===== config.mk =====
export PLATFORM = sky130hd
export DESIGN_NAME = regfile_write_scheduler_flat
export DESIGN_NICKNAME = d
export VERILOG_FILES = /design/src/rtl/regfile_write_scheduler_if.sv /design/src/rtl/regfile_write_scheduler.sv /design/src/flat_wrapper.sv
export SDC_FILE = /design/constraint.sdc
export NUM_CORES = 1
export LEC_CHECK = 0
export BUFFER_PORTS_ARGS = -buffer_cell sky130_fd_sc_hd__buf_2
export CAP_MARGIN = 20
export CORE_ASPECT_RATIO = 0.9
export CORE_MARGIN = 2
export CORE_UTILIZATION = 45
export DETAILED_ROUTE_END_ITERATION = 10
export GPL_TIMING_DRIVEN = 1
export PLACE_DENSITY = 0.79
export SLEW_MARGIN = 30
export SYNTH_ARGS = -nofsm -noshare
export SYNTH_HDL_FRONTEND = slang
export SYNTH_SLANG_ARGS = --single-unit

===== constraint.sdc =====
create_clock -name clock -period 19.65 [get_ports clock]
set_clock_uncertainty 0.05 [all_clocks]
set_input_delay 2.9475 -clock clock [delete_from_list [all_inputs] [get_ports clock]]
set_output_delay 2.9475 -clock clock [all_outputs]
set_load 0.03 [all_outputs]

===== src/rtl/regfile_write_scheduler_if.sv =====
`default_nettype none
// +-----------------------------------------------------------------------------+
// | Module  : regfile_write_scheduler_if                                        |
// | Purpose : Writeback request, reservation, hazard and register-file write    |
// |           bundle between the writeback sources and regfile_write_scheduler. |
// | Rev     : 1.0  initial release                                              |
// +-----------------------------------------------------------------------------+
interface regfile_write_scheduler_if #(
  parameter int NUM_REQ = 3,
  parameter int ADDR_W  = 5,
  parameter int DATA_W  = 32
);
  logic [NUM_REQ-1:0]        req;
  logic [NUM_REQ*ADDR_W-1:0] req_addr;
  logic [NUM_REQ*DATA_W-1:0] req_data;
  logic [NUM_REQ-1:0]        ack;
  logic                      rsv_valid;
  logic [ADDR_W-1:0]         rsv_addr;
  logic [ADDR_W-1:0]         RA;
  logic [ADDR_W-1:0]         RB;
  logic                      hazard_a;
  logic                      hazard_b;
  logic [ADDR_W-1:0]         RW;
  logic [DATA_W-1:0]         BusW;
  logic                      WriteEnable;
  logic [ADDR_W:0]           pending_cnt;

  modport master (
    output req, req_addr, req_data, rsv_valid, rsv_addr, RA, RB,
    input  ack, hazard_a, hazard_b, RW, BusW, WriteEnable, pending_cnt
  );

  modport slave (
    input  req, req_addr, req_data, rsv_valid, rsv_addr, RA, RB,
    output ack, hazard_a, hazard_b, RW, BusW, WriteEnable, pending_cnt
  );
endinterface
`default_nettype wire


===== src/rtl/regfile_write_scheduler.sv =====
`default_nettype none
// +-----------------------------------------------------------------------------+
// | Module  : regfile_write_scheduler                                           |
// | Purpose : Round-robin share of the register-file write port plus a         |
// |           per-register pending scoreboard for read-hazard stalls.           |
// | Option  : REGFILE_ZERO_PROTECT_EN makes R0 unwritable and never pending.    |
// | Rev     : 1.0  initial release                                              |
// +-----------------------------------------------------------------------------+
module regfile_write_scheduler #(
  parameter int NUM_REQ = 3,
  parameter int ADDR_W  = 5,
  parameter int DATA_W  = 32
) (
  input  wire logic                clock,
  input  wire logic                reset_n,
  regfile_write_scheduler_if.slave bus
);
  localparam int PTR_W = (NUM_REQ > 1) ? $clog2(NUM_REQ) : 1;
  localparam int NREG  = 1 << ADDR_W;
  localparam int CNT_W = ADDR_W + 1;
  localparam logic [PTR_W-1:0] PTR_RST = PTR_W'(NUM_REQ - 1);

  logic [NUM_REQ-1:0] ack_q, ack_d;
  logic [ADDR_W-1:0]  rw_q, rw_d;
  logic [DATA_W-1:0]  busw_q, busw_d;
  logic               we_q, we_d;
  logic [NREG-1:0]    pending_q, pending_d;
  logic [CNT_W-1:0]   cnt_q, cnt_d;
  logic [PTR_W-1:0]   rr_ptr_q, rr_ptr_d;

  logic [NUM_REQ-1:0] elig;
  logic               win_valid;
  logic [PTR_W-1:0]   win_idx;
  logic [ADDR_W-1:0]  win_addr;
  logic [DATA_W-1:0]  win_data;
  logic               rsv_eff;

  // A requester whose ack is currently high is masked so it cannot be written twice.
  assign elig = bus.req & ~ack_q;

  always_comb begin
    int idx;
    win_valid = 1'b0;
    win_idx   = '0;
    idx       = 0;
    for (int k = 1; k <= NUM_REQ; k++) begin
      idx = (int'(rr_ptr_q) + k) % NUM_REQ;
      if (!win_valid && elig[idx]) begin
        win_valid = 1'b1;
        win_idx   = PTR_W'(idx);
      end
    end
  end

  assign win_addr = bus.req_addr[win_idx*ADDR_W +: ADDR_W];
  assign win_data = bus.req_data[win_idx*DATA_W +: DATA_W];

  always_comb begin
    ack_d    = '0;
    we_d     = 1'b0;
    rw_d     = rw_q;
    busw_d   = busw_q;
    rr_ptr_d = rr_ptr_q;
    if (win_valid) begin
      ack_d[win_idx] = 1'b1;
      rw_d           = win_addr;
      busw_d         = win_data;
      rr_ptr_d       = win_idx;
`ifdef REGFILE_ZERO_PROTECT_EN
      we_d           = (win_addr != '0);
`else
      we_d           = 1'b1;
`endif
    end
  end

`ifdef REGFILE_ZERO_PROTECT_EN
  assign rsv_eff      = bus.rsv_valid && (bus.rsv_addr != '0);
  assign bus.hazard_a = pending_q[bus.RA] && (bus.RA != '0);
  assign bus.hazard_b = pending_q[bus.RB] && (bus.RB != '0);
`else
  assign rsv_eff      = bus.rsv_valid;
  assign bus.hazard_a = pending_q[bus.RA];
  assign bus.hazard_b = pending_q[bus.RB];
`endif

  // Set after clear: a reservation at the commit edge supersedes the landing write.
  always_comb begin
    pending_d = pending_q;
    if (we_q) pending_d[rw_q] = 1'b0;
    if (rsv_eff) pending_d[bus.rsv_addr] = 1'b1;
    cnt_d = '0;
    for (int i = 0; i < NREG; i++) begin
      cnt_d = cnt_d + CNT_W'(pending_d[i]);
    end
  end

  always_ff @(posedge clock) begin
    if (!reset_n) begin
      ack_q     <= '0;
      rw_q      <= '0;
      busw_q    <= '0;
      we_q      <= 1'b0;
      pending_q <= '0;
      cnt_q     <= '0;
      rr_ptr_q  <= PTR_RST;
    end else begin
      ack_q     <= ack_d;
      rw_q      <= rw_d;
      busw_q    <= busw_d;
      we_q      <= we_d;
      pending_q <= pending_d;
      cnt_q     <= cnt_d;
      rr_ptr_q  <= rr_ptr_d;
    end
  end

  assign bus.ack         = ack_q;
  assign bus.RW          = rw_q;
  assign bus.BusW        = busw_q;
  assign bus.WriteEnable = we_q;
  assign bus.pending_cnt = cnt_q;
endmodule
`default_nettype wire


===== src/flat_wrapper.sv =====
// flat-port wrapper written by rule: the top's interface ports become plain ports
module regfile_write_scheduler_flat 
#(
  parameter int NUM_REQ = 3,
  parameter int ADDR_W  = 5,
  parameter int DATA_W  = 32
)
  (clock, reset_n, bus_req, bus_req_addr, bus_req_data, bus_rsv_valid, bus_rsv_addr, bus_RA, bus_RB, bus_ack, bus_hazard_a, bus_hazard_b, bus_RW, bus_BusW, bus_WriteEnable, bus_pending_cnt);
  regfile_write_scheduler_if #(.NUM_REQ(NUM_REQ), .ADDR_W(ADDR_W), .DATA_W(DATA_W)) bus_i ();
  input  wire logic clock;
  input  wire logic reset_n;
  input wire logic [$bits(bus_i.req)-1:0] bus_req;
  input wire logic [$bits(bus_i.req_addr)-1:0] bus_req_addr;
  input wire logic [$bits(bus_i.req_data)-1:0] bus_req_data;
  input wire logic [$bits(bus_i.rsv_valid)-1:0] bus_rsv_valid;
  input wire logic [$bits(bus_i.rsv_addr)-1:0] bus_rsv_addr;
  input wire logic [$bits(bus_i.RA)-1:0] bus_RA;
  input wire logic [$bits(bus_i.RB)-1:0] bus_RB;
  output wire logic [$bits(bus_i.ack)-1:0] bus_ack;
  output wire logic [$bits(bus_i.hazard_a)-1:0] bus_hazard_a;
  output wire logic [$bits(bus_i.hazard_b)-1:0] bus_hazard_b;
  output wire logic [$bits(bus_i.RW)-1:0] bus_RW;
  output wire logic [$bits(bus_i.BusW)-1:0] bus_BusW;
  output wire logic [$bits(bus_i.WriteEnable)-1:0] bus_WriteEnable;
  output wire logic [$bits(bus_i.pending_cnt)-1:0] bus_pending_cnt;
  assign bus_i.req = bus_req;
  assign bus_i.req_addr = bus_req_addr;
  assign bus_i.req_data = bus_req_data;
  assign bus_i.rsv_valid = bus_rsv_valid;
  assign bus_i.rsv_addr = bus_rsv_addr;
  assign bus_i.RA = bus_RA;
  assign bus_i.RB = bus_RB;
  assign bus_ack = bus_i.ack;
  assign bus_hazard_a = bus_i.hazard_a;
  assign bus_hazard_b = bus_i.hazard_b;
  assign bus_RW = bus_i.RW;
  assign bus_BusW = bus_i.BusW;
  assign bus_WriteEnable = bus_i.WriteEnable;
  assign bus_pending_cnt = bus_i.pending_cnt;
  regfile_write_scheduler #(.NUM_REQ(NUM_REQ), .ADDR_W(ADDR_W), .DATA_W(DATA_W)) u_core (.clock(clock), .reset_n(reset_n), .bus(bus_i));
endmodule

After elaboration in Yosys (flattened, before gate mapping)
Index checks and enable logic that the tools add are counted.
{ "word_totals": {"out_inout_bits": 49, "register_bits": 81, "inputBits": 132, "elab_cells": 99} }
{ "op_classes": {"reduce_logical": 8, "n_addsub": 34, "magnitude_cmp": 11, "div_mod_pow": 3, "shifts": 2, "bitwise": 5, "n_mul": 1, "muxes": 28} }
{ "op_table": {"columns": ["cell", "count"], "rows": [
  ["6-bit by 1-bit adder with 6-bit output", 30],
  ["32-bit by 4-bit less-than comparator with 1-bit output (second input constant)", 3],
  ["32-bit by 3-bit remainder unit with 32-bit output (second input constant)", 3],
  ["96-bit by 8-bit indexed part select with 32-bit output", 1],
  ["32-bit 2-to-1 mux", 2],
  ["32-bit bitwise AND", 1],
  ["32-bit inverter", 1],
  ["32-bit OR", 1],
  ["5-bit by 6-bit less-than comparator with 1-bit output (second input constant)", 4],
  ["1-bit 2-to-1 mux", 15],
  ["15-bit by 6-bit indexed part select with 5-bit output", 1],
  ["1-bit binary-select mux with 5-bit select", 2],
  ["1-bit demux with 5-bit select", 2],
  ["5-bit by 1-bit >= comparator with 1-bit output (second input constant)", 2],
  ["2-bit by 2-bit adder with 3-bit output (second input constant)", 2],
  ["1-bit binary-select mux with 2-bit select", 3],
  ["2-bit 2-to-1 mux", 3],
  ["1-bit logical AND", 5],
  ["2-bit by 3-bit multiplier with 5-bit output (second input constant)", 1],
  ["2-bit by 1-bit adder with 3-bit output (second input constant)", 1],
  ["3-bit bitwise AND", 1],
  ["2-bit by 3-bit less-than comparator with 1-bit output (second input constant)", 1],
  ["3-bit inverter", 1],
  ["1-bit by 1-bit adder with 2-bit output", 1],
  ["4 further kinds", 5]
]} }

Logic depth before layout (Yosys ltp)
Gate-level depths: netlist (run 1).
{ "logic_depth": {"ltp_word": 40, "depth_mapped": 21, "depth_no_buf": 20} }

Least setup slack after synthesis (run 1)
No wires, ideal clock.
{ "synth_path": {"kind": "input -> register", "start": "input port bus_rsv_addr[0]", "end": "register u_core.cnt_q[4] (netlist: u_core.bus.pending_cnt[4])", "setup_time_ns": 0.128, "n_path_buf": 1, "required_ns": 19.472, "path_stages": 18, "path_slack_ns": 10.981, "t_arrival_ns": 8.491, "cell_sequence": "or3b_2 > clkbuf_1 > o21ai_1 > ha_1 > fa_1 > fa_1 > fa_1 > fa_1 > inv_1 > fa_1 > fa_1 > inv_1 > fa_1 > fa_1 > a21o_1 > a21oi_1 > xor2_1 > nor2_1"} }
{ "synth_between": {"elab_chain_cells": 37, "word_cells_on_any_way": 38, "classes_between": "add/sub: 31; order compare: 2; mux: 3; bitwise: 1; reduce/logical: 1"} }
{ "synth_lines": {"columns": ["item", "line", "text"], "rows": [
  ["from (decl)", "flat_wrapper.sv:16", "input wire logic [$bits(bus_i.rsv_addr)-1:0] bus_rsv_addr;"],
  ["5-bit by 6-bit less-than comparator with 1-bit output (not written as such) / 5-bit by 1-bit >= comparator with 1-bit output (equally long branches)", "regfile_write_scheduler.sv:91", "if (rsv_eff) pending_d[bus.rsv_addr] = 1'b1;"],
  ["1-bit logical AND (not written as such)", "regfile_write_scheduler.sv:91", null],
  ["1-bit 2-to-1 mux (not written as such)", "regfile_write_scheduler.sv:91", null],
  ["1-bit demux with 5-bit select *", null, null],
  ["32-bit OR (no source line) *", null, null],
  ["32-bit 2-to-1 mux *", "regfile_write_scheduler.sv:91", null],
  ["named net u_core.pending_d[0]", "regfile_write_scheduler.sv:27", "logic [NREG-1:0] pending_q, pending_d;"],
  ["1-bit by 1-bit adder with 2-bit output *", "regfile_write_scheduler.sv:94", "cnt_d = cnt_d + CNT_W'(pending_d[i]);"],
  ["6-bit by 1-bit adder with 6-bit output * (30 in series)", "regfile_write_scheduler.sv:94", null],
  ["to (signal assigned)", "regfile_write_scheduler.sv:113", "cnt_q <= cnt_d;"],
  ["to (decl)", "regfile_write_scheduler.sv:28", "logic [CNT_W-1:0] cnt_q, cnt_d;"]
]} }
The timed path passes the listed nets; every way through them passes the cells marked *.
A chain may end at the register's enable or synchronous reset.

Worst setup path in the final report (run 1)
Same ends and word-level chain as after synthesis.

==> metrics.md, run 1 <==
| Metric | Value |
|---|---|
| Worst reg2reg startpoint | `u_core.bus.WriteEnable$_SDFF_PN0_` |
| Syn Inst Count | `roughly 520` |
| IO Port Bufs | `180` |
| Avg Cell Area, Syn | `about 9.5 um2` |
| Core area | `0.0108 mm2` |
| Row count | `36` |
| Most instantiated cells after synthesis | `dfxtp_1, nand3_1, o21ai_0, a21oi_1` |
| FF+latch count, synth | `81` |
| DIE AREA | `around 0.012 mm2` |
| Total CTS buffers | `9` |
| Number of flops mapped to enable cells by yosys | `0` |
| CTS tree | `built` |
| Die X | `~110 um` |
| Seq/Total Area, Yosys | `between 30% and 40%` |
| Post-DP HPWL | `11400 um` |
| Area Growth Syn to Fin | `24.6%` |
| Setup CP Type | `in2reg` |
| Share of the synthesized area in the top cell type | `around a third` |
| Critical path origin | `bus_rsv_addr[0]` |
| # diodes | `0` |
| Register area | `between 0.0015 and 0.002 mm2` |
| Final setup violation count | `0` |
| Final GP Congestion | `a little over 0.9` |
| Largest net degree at the start of global routing | `60` |
| Multi-input logic area | `0.00302 mm2` |
| Crit path max-delay family | `adder cells` |
| Later-pin clock latency in the skew report | `~0.33 ns` |
| Max Freq | `around 120 MHz` |
| Initial core utilization | `46.0%` |
| Per-cell routed wire length | `around 19 um` |
| Layout cell share with drive strength beyond 1 | `between 30% and 40%` |
| R2R setup slack | `13.20 ns` |
| Number of remaining DRC errors | `0` |
| Asr flop ratio synth | `0%` |
| Hold_sp | `u_core.bus.BusW[1]$_SDFFE_PN0N_` |
| Worst-path cell chain | `buf_2, or3b_2, o21ai_1, ha_1, fa_1, fa_1, fa_1, fa_1, inv_1, fa_1, fa_1, inv_1, fa_1, fa_1, a21o_1, a21oi_1, xor2_1, nor2_1` |
| Worst Path Required | `19.79 ns` |
| Final Hold Viols | `0` |
| GRT overflow | `0` |
| Fin crit share | `between 40% and 50%` |
| Worst Setup End Kind | `flip-flop` |
| Clk buf depth | `2` |
| Vias per inst | `between 5 and 6` |
| GRT Util Overall | `~26%` |
| Initial antenna violation count | `0` |
| PwrDens | `around 130 mW/mm2` |
| Worst-Margin Slew | `around 0.87 ns` |
| Via count | `around 4800` |
| Hold Buf Count CTS | `0` |
| Number of DRC markers in iteration 0 | `~320` |
| Hold Crit Class | `reg2reg` |
| Final WL | `around 15000 um` |
| Largest stage delay, worst path | `between 0.5 and 0.6 ns` |
| CP max FO | `8` |
| RSZ-0062 raised after global routing | `no` |
| Largest area contributor in the synthesized netlist | `dfxtp_1` |
| Status | `finished, final reports clean` |
| CTS root buffer | `clkbuf_16` |
| CTS clock-pin slew for the worst setup and hold paths | `0.06 ns` |
| Fill count | `between 900 and 1000` |
| Max Cap Viol | `0` |
| Drt pass-1 iters | `5` |
| Syn nets | `between 600 and 700` |
| Data arrival, critical path | `between 8 and 9 ns` |
| Buf+Inv Stages, Crit Path | `3` |
| Top post-synthesis cells by area | `dfxtp_1, fa_1, mux4_2` |
| Setup_tns | `0 ns` |
| Worst slew margin | `42.2%` |
| Vias in the first global route | `4820` |
| Slowest CP cell | `or3b_2` |
| Clock Sinks | `81` |
| First-pass GRT wire length | `~24000 um` |
| Post-CTS Resized | `0` |
| YS warnings | `0` |
| Most common cell in the netlist | `dfxtp_1` |
| Final net count | `around 840` |
| Worst VDD drop | `about 0.000086 V` |
| Non-Filler Instances | `813` |
| I/O Pins | `about 180` |
| Number of setup buffers added after CTS | `0` |
| Die height | `104 um` |
| Pins Over Slew Limit | `0` |
| Startpoint types | `input pin` |
| Worst path most repeated cell | `fa_1` |
| CTS H-tree depth | `3` |
| Post-Syn Area | `around 0.0050 mm2` |
| Crit path time final | `between 8 and 9 ns` |
| Leakage | `between 0.002 and 0.003 uW` |
| Final ANT Viol Nets | `0` |
| Yosys cell types | `43` |
| Top_reg_cell synth | `dfxtp_1` |
| Inst Count DP | `797` |
-- sequential cells by signal (all words and copies together), names as in the netlist --
register / flops
u_core.bus.BusW: 32
u_core.pending_q: 32
u_core.bus.pending_cnt: 6
u_core.bus.RW: 5
u_core.bus.ack: 3
u_core.rr_ptr_q: 2
u_core.bus.WriteEnable: 1
-- cell type report --
type                    count  share of cell area [%]
multi-input cells         365                    48.7
inverters                  32                    1.98
well taps                 133                    2.69
clock inverters             6                    1.49
flip-flops and latches     81                    26.2
clock buffers              10                    3.70
repair buffers            186                    15.3
-- report_power, final --
| part | internal (uW) | switching [uW] |
|---|---|---|
| Combinational | 123 | 246 |
| Clock | 112 | 68.5 |
| Sequential | 202 | 24.7 |
-- through the flow --
stage | hold slack (ns) | setup slack [ns] | util (%) | total power (uW) | cell area [um2]
2_1_floorplan | 0.441 | 10.98 | - | 503 | 4970
3_3_place_gp | 0.452 | 10.69 | 54.3 | 586 | 5870
3_5_place_dp | 0.460 | 10.64 | 54.3 | 597 | 5870
4_1_cts | 0.468 | 10.97 | 57.3 | 779 | 6190
5_1_grt | 0.490 | 10.78 | 57.3 | 825 | 6190
6_report | 0.468 | 10.99 | 57.3 | 776 | 6190
-- placed cells by master (no fill, tap or decap), drive strengths merged, types with 18 or more instances in the layout --
master	count
a21oi	41
dfxtp	81
mux4	20
o21a	18
fa	24
o21ai	48
nand3	43
inv	32
nor2	24
a22oi	37
a311oi	37
buf	186
and2	18
-- worst paths after layout --
check	endpoint	cells after the start
setup / recovery	u_core.bus.pending_cnt[4]$_SDFF_PN0_	18
hold / removal	u_core.bus.BusW[1]$_SDFFE_PN0N_	2
setup reg to reg	u_core.bus.pending_cnt[4]$_SDFF_PN0_	18
hold reg to reg	u_core.bus.BusW[1]$_SDFFE_PN0N_	2
-- metal layers --
metal,routed length (um),vias to the layer above,part of all wire (%),GRT usage [%]
met5,0,-,0,0
met4,251,0,1.7,7.06
met3,1100,22,7.3,3.57
met2,7360,219,49,42.6
met1,6430,2343,42,34.9
li1,-,2265,-,-
-- logic make-up after synthesis --
| kind of cell | Yosys count | synth area share [%] |
|---|---|---|
| fa+ha+maj | 35 | 12.4 |
| flops | 81 | 32.6 |
| buf+inv | 77 | 6.67 |
| simple gates | 114 | 12.4 |
| xor+xnor | 2 | 0.353 |
| mux | 23 | 9.72 |
| compound gates | 191 | 25.8 |
-- tightest hold or removal path, stage by stage, from the launching register on --
cell,delay [ns]
dfxtp_1,0.31
a21oi_1,0.11
a311oi_1,0.05
No activity file was read; power rests on OpenSTA's default activity.
==> inputs of run 2 (changes only) <==
--- a/config.mk
+++ b/config.mk
@@ -12,7 +12,7 @@
 export CORE_UTILIZATION = 45
 export DETAILED_ROUTE_END_ITERATION = 10
 export GPL_TIMING_DRIVEN = 1
-export PLACE_DENSITY = 0.79
+export PLACE_DENSITY = 0.82
 export SLEW_MARGIN = 30
 export SYNTH_ARGS = -nofsm -noshare
 export SYNTH_HDL_FRONTEND = slang
==> constraint.sdc (replaced) <==
create_clock -name clock -period 7.9 [get_ports clock]
set_clock_uncertainty 0.05 [all_clocks]
set_input_delay 1.185 -clock clock [delete_from_list [all_inputs] [get_ports clock]]
set_output_delay 1.185 -clock clock [all_outputs]
set_load 0.03 [all_outputs]
==> metrics.md, run 2 (synthesis gave the netlist of run 1 again) <==
| Metric | Value |
|---|---|
| Final WL | `about 15000 um` |
| Min Hold Slack | `0.469 ns` |
| I/O Pins | `roughly 180` |
| Total power | `between 1500 and 2000 uW` |
| R2r endpoint | `u_core.bus.pending_cnt[4]$_SDFF_PN0_` |
| GRT overflow | `0` |
| DIE AREA | `0.0119 mm2` |
| Vias in the first global route | `4911` |
| Hold_sp | `u_core.bus.BusW[8]$_SDFFE_PN0N_` |
| Hold Buf Count CTS | `0` |
| Status | `finished, final reports clean` |
| Worst reg2reg startpoint | `u_core.bus.WriteEnable$_SDFF_PN0_` |
| Placed cell area | `0.00590 mm2` |
| Most common cell after layout, fill and taps aside | `buf_2` |
| Design area | `~0.0062 mm2` |
| Initial core utilization | `between 40% and 50%` |
| Number of remaining DRC errors | `0` |
| CTS clock-pin slew for the worst setup and hold paths | `0.06 ns` |
| Final core occ | `a little under three fifths` |
| Row count | `36` |
| Worst path most repeated cell | `fa_1` |
| Final GP Congestion | `slightly below 1` |
| Most frequent cells in the layout | `buf_2, dfxtp_1, o21ai_0, nand3_1, a21oi_1` |
| Startpoint types | `input pin` |
| Max Cap Viol | `0` |
| Combinational Power Share | `approximately 49%` |
| Die height | `about 100 um` |
| Post-CTS Resized | `0` |
| Later-pin clock latency in the skew report | `0.34 ns` |
| Clock Sinks | `81` |
| Gr busiest metal | `met2` |
| Int Power | `about 1000 uW` |
| Total CTS buffers | `9` |
| Max Freq | `144 MHz` |
| Buf+Inv Stages, Crit Path | `3` |
| # diodes | `0` |
| Initial antenna violation count | `0` |
| Pins Over Slew Limit | `0` |
| Hold Crit Depth | `2` |
| GR Util met3 | `~4.9%` |
| Largest stage delay, worst path | `just under 0.6 ns` |
| Data arrival, critical path | `7.10 ns` |
| Net Sw Power | `around 840 uW` |
| GR Layer Usage met2 | `between 40% and 50%` |
| First-pass GRT wire length | `~24000 um` |
| Drt pass-1 iters | `5` |
| Number of DRC markers in iteration 0 | `296` |
| Worst Reg-to-Reg Cells | `18` |
| CP max FO | `8` |
| Final Hold Viols | `0` |
| Worst Path Required | `between 8 and 9 ns` |
| Crit path max-delay family | `adder cells` |
| Hold Crit Class | `reg2reg` |
| CTS root buffer | `clkbuf_16` |
| Worst slew margin | `about half` |
| Sw Ratio | `44.5%` |
| Worst-Margin Slew | `between 0.7 and 0.8 ns` |
| Hold path endpoint | `u_core.bus.BusW[8]$_SDFFE_PN0N_` |
| Setup_tns | `0 ns` |
| Post-DP HPWL | `around 11000 um` |
| Final ANT Viol Nets | `0` |
| Largest net degree at the start of global routing | `60` |
| Core area | `approximately 0.011 mm2` |
| GRT Util Overall | `approximately 26%` |
| Clk buf depth | `2` |
| Setup CP Type | `in2reg` |
| CTS tree | `built` |
| Die X | `approximately 110 um` |
| Grt met1 use | `between 30 and 40%` |
| PwrDens | `between 300 and 400 mW/mm2` |
| Crit path time final | `~7 ns` |
| Worst Setup End Kind | `flip-flop` |
| Final setup violation count | `0` |
| Area Growth Syn to Fin | `24.2%` |
| Vias per inst | `roughly 6` |
| Final net count | `843` |
| Layout cell share with drive strength beyond 1 | `34.2%` |
| Leakage | `0.00278 uW` |
| Slowest CP cell | `or3b_2` |
| IO Port Bufs | `180` |
| Clock power share | `about a fifth` |
| RSZ-0062 raised after global routing | `no` |
| Via count | `4885` |
| Number of setup buffers added after CTS | `0` |
| Reg power frac | `between 30 and 40%` |
| Per-cell routed wire length | `between 15 and 20 um` |
| R2R setup slack | `between 1 and 1.5 ns` |
| Worst-path cell chain | `buf_2, or3b_2, o21ai_1, ha_1, fa_1, fa_1, fa_1, fa_1, inv_1, fa_1, fa_1, inv_1, fa_1, fa_1, a21o_1, a21oi_1, xor2_1, nor2_1` |
| Worst VDD drop | `0.000235 V` |
| CTS H-tree depth | `3` |
| Fin crit share | `between 80% and 90%` |
## run 2: changes by cell type in the layout (fill, tap and decap cells not counted), sizes merged
| cell | change |
|---|---|
| clkbuf | +3 |
| buf | +2 |
| clkinv | +1 |
| bufinv | -2 |
| clkinvlp | -2 |
## run 2: routing by layer
layer | vias up | routed length (um)
met5 | - | 0
met4 | 0 | 357
met3 | 26 | 1170
met2 | 242 | 7390
met1 | 2347 | 6110
li1 | 2270 | -
## run 2: how the worst max path moves through the flow
stage                    startpoint                                   end  slack (ns)  depth (start not counted)
floorplan           bus_rsv_addr[0]  u_core.bus.pending_cnt[4]$_SDFF_PN0_        0.99                         18
global placement    bus_rsv_addr[0]  u_core.bus.pending_cnt[4]$_SDFF_PN0_        0.71                         18
detailed placement  bus_rsv_addr[0]  u_core.bus.pending_cnt[4]$_SDFF_PN0_        0.58                         18
CTS                 bus_rsv_addr[0]  u_core.bus.pending_cnt[4]$_SDFF_PN0_        0.95                         18
global route        bus_rsv_addr[0]  u_core.bus.pending_cnt[4]$_SDFF_PN0_        0.68                         18
finish              bus_rsv_addr[0]  u_core.bus.pending_cnt[4]$_SDFF_PN0_        0.95                         18
## run 2: layout make-up
| type | instances | area [um2] |
|---|---|---|
| clock buffer | 13 | 260 |
| timing repair buffer | 188 | 968 |
| tap | 133 | 166 |
| multi-input combinational | 365 | 3020 |
| inverter | 32 | 123 |
| sequential | 81 | 1620 |
| fill | 942 | 4640 |
| clock inverter | 3 | 15.0 |
## run 2: power by group through the flow
stage | logic [uW] | clock network [uW] | registers (uW)
detailed placement | 916 | 0 | 574
finish | 921 | 392 | 569
floorplan | 532 | 0 | 720
CTS | 916 | 399 | 568
global placement | 885 | 0 | 571
global route | 1000 | 417 | 580
## run 2: tightest hold or removal path, stage by stage (launching register included)
cell and delay, ns:
dfxtp_1 0.31, a21oi_1 0.11, a311oi_1 0.06
## run 2: through the flow
stage | worst slack, ns | cells
3_3_place_gp | 0.708 | 798
2_1_floorplan | 0.993 | 523
3_5_place_dp | 0.584 | 799
6_report | 0.951 | 815
5_1_grt | 0.681 | 815
4_1_cts | 0.946 | 815
